--- src/rtl/tick_counter_pkg.sv ---
// Shared types and constants for the tick-driven BCD counter and its display.
// Contents: display FSM state enum, BCD limits, active-low 7-segment codes
// in bit order {g,f,e,d,c,b,a}, and the refresh counter width.
package tick_counter_pkg;

  typedef enum logic {
    DIG_ONES = 1'b0,
    DIG_TENS = 1'b1
  } digit_state_t;

  localparam int unsigned REF_W = 16;

  localparam logic [3:0] BCD_MAX   = 4'd9;
  localparam logic [6:0] SEG_BLANK = 7'h7F;

  localparam logic [6:0] SEG_0 = 7'b1000000;
  localparam logic [6:0] SEG_1 = 7'b1111001;
  localparam logic [6:0] SEG_2 = 7'b0100100;
  localparam logic [6:0] SEG_3 = 7'b0110000;
  localparam logic [6:0] SEG_4 = 7'b0011001;
  localparam logic [6:0] SEG_5 = 7'b0010010;
  localparam logic [6:0] SEG_6 = 7'b0000010;
  localparam logic [6:0] SEG_7 = 7'b1111000;
  localparam logic [6:0] SEG_8 = 7'b0000000;
  localparam logic [6:0] SEG_9 = 7'b0010000;

endpackage

--- src/rtl/seg7_decode.sv ---
// Combinational BCD to active-low seven-segment decoder.
// Ports:
//   bcd   - 4-bit BCD digit
//   seg_c - active-low segments {g,f,e,d,c,b,a}; blank for values 10..15
module seg7_decode
  import tick_counter_pkg::*;
(
  input  logic [3:0] bcd,
  output logic [6:0] seg_c
);

  always_comb begin
    seg_c = SEG_BLANK;
    case (bcd)
      4'd0:    seg_c = SEG_0;
      4'd1:    seg_c = SEG_1;
      4'd2:    seg_c = SEG_2;
      4'd3:    seg_c = SEG_3;
      4'd4:    seg_c = SEG_4;
      4'd5:    seg_c = SEG_5;
      4'd6:    seg_c = SEG_6;
      4'd7:    seg_c = SEG_7;
      4'd8:    seg_c = SEG_8;
      4'd9:    seg_c = SEG_9;
      default: seg_c = SEG_BLANK;
    endcase
  end

endmodule

--- src/rtl/tick_bcd_counter.sv ---
// Two-digit BCD up/down counter stepped by rising edges of a slow tick,
// with a time-multiplexed two-digit seven-segment display driver.
// Ports:
//   clk, rst           - clock, asynchronous active-low reset
//   tick_in            - slow level signal; each rising edge is one step
//   en, up, clr        - count enable, direction (1 = up), synchronous clear
//   bcd_tens, bcd_ones - current count digits (0..9)
//   wrap               - one-cycle pulse on 99->00 or 00->99
//   seg, an            - active-low segments / digit selects (an[0] = ones)
module tick_bcd_counter
  import tick_counter_pkg::*;
#(
  parameter int unsigned REFRESH_DIV = 4
) (
  input  logic       clk,
  input  logic       rst,
  input  logic       tick_in,
  input  logic       en,
  input  logic       up,
  input  logic       clr,
  output logic [3:0] bcd_tens,
  output logic [3:0] bcd_ones,
  output logic       wrap,
  output logic [6:0] seg,
  output logic [1:0] an
);

  localparam logic [REF_W-1:0] REF_LAST = REF_W'(REFRESH_DIV - 1);

  logic             s1, s2, s3;
  logic             step;
  logic [REF_W-1:0] refresh;
  digit_state_t     state, state_next;
  logic [3:0]       digit_sel_c;
  logic [6:0]       seg_dec_c;
  logic [6:0]       seg_next;
  logic [1:0]       an_next;

  // Sync chain resets high so a tick already high at release is not a step.
  always_ff @(posedge clk or negedge rst) begin
    if (!rst) begin
      s1 <= 1'b1;
      s2 <= 1'b1;
      s3 <= 1'b1;
    end else begin
      s1 <= tick_in;
      s2 <= s1;
      s3 <= s2;
    end
  end

  assign step = s2 & ~s3;

  // BCD counter; clear has priority over any step.
  always_ff @(posedge clk or negedge rst) begin
    if (!rst) begin
      bcd_tens <= 4'd0;
      bcd_ones <= 4'd0;
      wrap     <= 1'b0;
    end else if (clr) begin
      bcd_tens <= 4'd0;
      bcd_ones <= 4'd0;
      wrap     <= 1'b0;
    end else if (step && en && up) begin
      wrap <= 1'b0;
      if (bcd_ones == BCD_MAX) begin
        bcd_ones <= 4'd0;
        if (bcd_tens == BCD_MAX) begin
          bcd_tens <= 4'd0;
          wrap     <= 1'b1;
        end else begin
          bcd_tens <= bcd_tens + 4'd1;
        end
      end else begin
        bcd_ones <= bcd_ones + 4'd1;
      end
    end else if (step && en) begin
      wrap <= 1'b0;
      if (bcd_ones == 4'd0) begin
        bcd_ones <= BCD_MAX;
        if (bcd_tens == 4'd0) begin
          bcd_tens <= BCD_MAX;
          wrap     <= 1'b1;
        end else begin
          bcd_tens <= bcd_tens - 4'd1;
        end
      end else begin
        bcd_ones <= bcd_ones - 4'd1;
      end
    end else begin
      wrap <= 1'b0;
    end
  end

  // Refresh counter sets the dwell time of each digit slot.
  always_ff @(posedge clk or negedge rst) begin
    if (!rst) begin
      refresh <= '0;
    end else if (refresh == REF_LAST) begin
      refresh <= '0;
    end else begin
      refresh <= refresh + REF_W'(1);
    end
  end

  // Display FSM state register.
  always_ff @(posedge clk or negedge rst) begin
    if (!rst) begin
      state <= DIG_ONES;
    end else begin
      state <= state_next;
    end
  end

  // Next state: toggle on the refresh terminal count only.
  always_comb begin
    state_next = state;
    if (refresh == REF_LAST) begin
      state_next = (state == DIG_ONES) ? DIG_TENS : DIG_ONES;
    end
  end

  // Output decode for the active digit slot.
  always_comb begin
    digit_sel_c = bcd_ones;
    an_next     = 2'b10;
    if (state == DIG_TENS) begin
      digit_sel_c = bcd_tens;
      an_next     = 2'b01;
    end
    seg_next = seg_dec_c;
  end

  seg7_decode u_dec (
    .bcd   (digit_sel_c),
    .seg_c (seg_dec_c)
  );

  // Display outputs lag the state by one cycle.
  always_ff @(posedge clk or negedge rst) begin
    if (!rst) begin
      an  <= 2'b10;
      seg <= SEG_0;
    end else begin
      an  <= an_next;
      seg <= seg_next;
    end
  end

endmodule

--- config.mk ---
export PLATFORM = sky130hd
export DESIGN_NAME = tick_bcd_counter
export DESIGN_NICKNAME = d
export VERILOG_FILES = /design/src/rtl/tick_counter_pkg.sv /design/src/rtl/seg7_decode.sv /design/src/rtl/tick_bcd_counter.sv
export SDC_FILE = /design/constraint.sdc
export NUM_CORES = 1
export LEC_CHECK = 0
export ABC_AREA = 0
export CAP_MARGIN = 20
export CORE_ASPECT_RATIO = 1.4
export CORE_MARGIN = 2
export CORE_UTILIZATION = 40
export DETAILED_ROUTE_END_ITERATION = 12
export SLEW_MARGIN = 15
export SYNTH_ARGS = -nofsm -noshare
export SYNTH_HDL_FRONTEND = slang
export SYNTH_SLANG_ARGS = --single-unit
--- constraint.sdc ---
create_clock -name clk -period 4.4 [get_ports clk]
set_input_delay 0.44 -clock clk [delete_from_list [all_inputs] [get_ports clk]]
set_output_delay 0.44 -clock clk [all_outputs]
set_load 0.02 [all_outputs]
==> key figures <==
Min path
  – Worst hold path class: input port to async pin

Synthesis
  – Syn nets: 220
  – Area leader, netlist: dfrtp_1
  – Ys flop type: dfrtp_1
  – Yosys warns: 0
  – Sequential cell area fraction in the yosys report: 0.465
  – Top-area cell type share of the netlist area: 0.401
  – Synth top area cells: dfrtp_1, ha_1, dfstp_2
  – Syn_area_per_cell: approximately 10 sq um
  – Number of flops mapped to enable cells by yosys: 0
  – Post-synthesis register bit count: 38
  – Synthesized area: around 2100 sq um
  – Mapped Cells: between 200 and 250
  – Post-synth cell types: 47
  – Async SR Flop Fraction: 1.00

Global route
  – Total congestion overflow: 0
  – Vias in the first global route: about 1,500
  – Aggregate global-route resource usage: 0.161
  – Antenna violations before repair: 0
  – Largest net degree at the start of global routing: 39
  – First-pass GRT wire length: about 7000 microns

STA
  – Rel. slew slack: 0.434
  – RSZ-0062 raised after global routing: no
  – Final setup vio count: 0
  – Fin. Hold Viols: 0
  – Fin crit period: approximately 1.9 ns
  – Clock Skews: 0.00671 ns
  – Max Slew Vio Count: 0
  – Setup TNS: 0 ns
  – Peak Freq: roughly 520 MHz
  – Tightest Pin Transition: 0.849 ns
  – Period utilization: 0.440

Clock network
  – TritonCTS clock tree: done
  – H-tree levels: 2
  – Worst-case clock buffer depth: 2
  – # Post-CTS Setup Buffers: 0
  – Clock transition at the registers of the reported paths: approximately 0.080 ns
  – Sink Count: 38
  – Hold_buf cts: 0
  – Post_cts resized: 0
  – Total CTS buffers: 5
  – Root Buffer: clkbuf_8
  – Clk_lat worst skew: between 0.2 and 0.3 ns

Routing
  – Post-Route WL: approximately 4000 microns
  – Final ANT Viol Nets: 0
  – Initial DRC count: 103
  – DRC viols: 0
  – DRT Pass-1 Iters: 4
  – DR vias/cell: roughly 5.4
  – DR vias: 1,567
  – WL/cell: around 14 microns

Die
  – Core area: just under 5000 sq um
  – Die ar.: between 5000 and 6000 sq um
  – Die height: between 80 and 90 microns
  – Die width: between 60 and 70 microns
  – Starting Density: 0.419
  – Num rows: 30
  – Io pins: 24

Setup path
  – Crit end category: primary output
  – Bufs and invs on worst path: 1
  – Worst path max stage delay: 0.67 ns
  – Crit path cell chain: clkdlybuf4s50_1
  – CP delay by family, top: buffers and inverters
  – CP arrival: about 1.5 ns
  – Worst Setup Start Kind: flip-flop
  – WS Path Type: flip-flop to primary output
  – CP required: around 4.0 ns
  – Worst-path maximum fanout: 10
  – Critical-path top delay cell: clkdlybuf4s50_1

Placed design
  – Placer congestion estimate: slightly above 0.8
  – DP HPWL: roughly 2900 microns
  – Buffers on Ports: 23

Cells and area
  – Final core utilization: 0.494
  – Synth-to-Final Area Change: 18.0%
  – Fin nets: 244
  – Layout cells sized above 1: 0.0925
  – Ant diodes: 0

Power and ir drop
  – LEAKAGE: 1.04 nW
  – Maximum VDD drop: ~0.00019 V
  – Int Pwr: about 680 uW
  – Reg power frac: 0.430
  – Clock group share of total power: 0.238
  – Sw frac: 0.342
  – PwrDens: ~430 nW/um^2
  – NetSw: roughly 360 uW
  – Gate power share: 0.332

Run
  – Number of max-cap violations: 0

Outcome
  – Status: complete, no violations
[layout make-up]
type	count	area, sq um
clock inverters	1	5.00
clock buffers	7	86.3
flip-flops and latches	38	957
multi-input cells	145	1030
repair buffers	23	225
inverters	13	48.8
fillers	465	2490
well taps	64	80.1
[cell usage after synthesis, types with 4 or more instances]
master / n
dfstp_2: 5
a21oi_1: 12
ha_1: 12
nor2_1: 18
nand4_1: 5
dfrtp_1: 33
a32oi_1: 6
xnor2_1: 12
nor3_1: 5
nand3_1: 11
inv_1: 13
nand2_1: 8
nand3b_1: 4
o21ai_0: 4
[state kept, by name, indices dropped and copies added, names as in the netlist]
name and flops:
seg 7, state 1, bcd_ones 4, an 2, s3 1, refresh 16
s1 1, wrap 1, s2 1, bcd_tens 4
[final timing paths]
path                                     to         from  slack, ns  depth (start not counted)
worst max-delay path            bcd_ones[2]  bcd_ones[2]       2.46                          1
worst min-delay path                 seg[4]          rst       0.25                          1
worst max register to register  bcd_tens[2]  bcd_ones[0]       2.56                          6
worst min register to register           s2           s1       0.36                          0
max in group asynchronous       refresh[13]          rst       3.62                          1
min in group clk                         s2           s1       0.36                          0
[power by group through the flow]
stage          registers, mW  clock network, mW  logic (mW)
6_report               0.447              0.248       0.346
5_1_grt                0.455              0.277       0.381
4_1_cts                0.448              0.258       0.347
3_5_place_dp           0.455                  0       0.345
3_3_place_gp           0.455                  0       0.348
2_1_floorplan          0.487                  0       0.178
[layer usage]
metal  global-route usage  routed length, microns
met5                    0                       0
met4               0.0522                      46
met3               0.0382                     117
met2                0.284                    2060
met1                0.193                    1750
[layout by cell type (no fill, tap or decap), drive strengths merged, types with 2 or more instances in the layout]
cell type	n
nor4b	2
nor4	2
and3	2
ha	12
mux2i	4
dfstp	5
a21oi	13
nor3b	2
clkdlybuf4s50	22
and2	2
o22ai	3
mux2	3
inv	13
xnor2	12
o21ai	5
nor2b	2
clkbuf	7
o211ai	3
xor2	3
o21ba	2
nand3b	4
nor2	18
nand2	8
and3b	2
nand3	11
nor3	5
nand4	5
dfrtp	33
a32oi	6
and4	3
[per-stage QoR]
step / setup WS (ns) / hold WS (ns) / power, mW / cell area (sq um) / std cells
2_1_floorplan: 2.73 / 0.144 / 0.664 / 2060 / 202
3_3_place_gp: 2.41 / 0.346 / 0.802 / 2340 / 283
3_5_place_dp: 2.40 / 0.347 / 0.800 / 2340 / 283
4_1_cts: 2.45 / 0.280 / 1.05 / 2430 / 291
5_1_grt: 2.39 / 0.318 / 1.11 / 2430 / 291
6_report: 2.46 / 0.255 / 1.04 / 2430 / 291
[cell families after synthesis]
| logic type | share of synthesized area |
|---|---|
| mux | 0.0377 |
| compound gates | 0.123 |
| simple gates | 0.201 |
| buf+inv | 0.0365 |
| fa+ha+maj | 0.0729 |
| xor+xnor | 0.0638 |
| flops | 0.465 |
No activity file was read; power rests on OpenSTA's default activity.
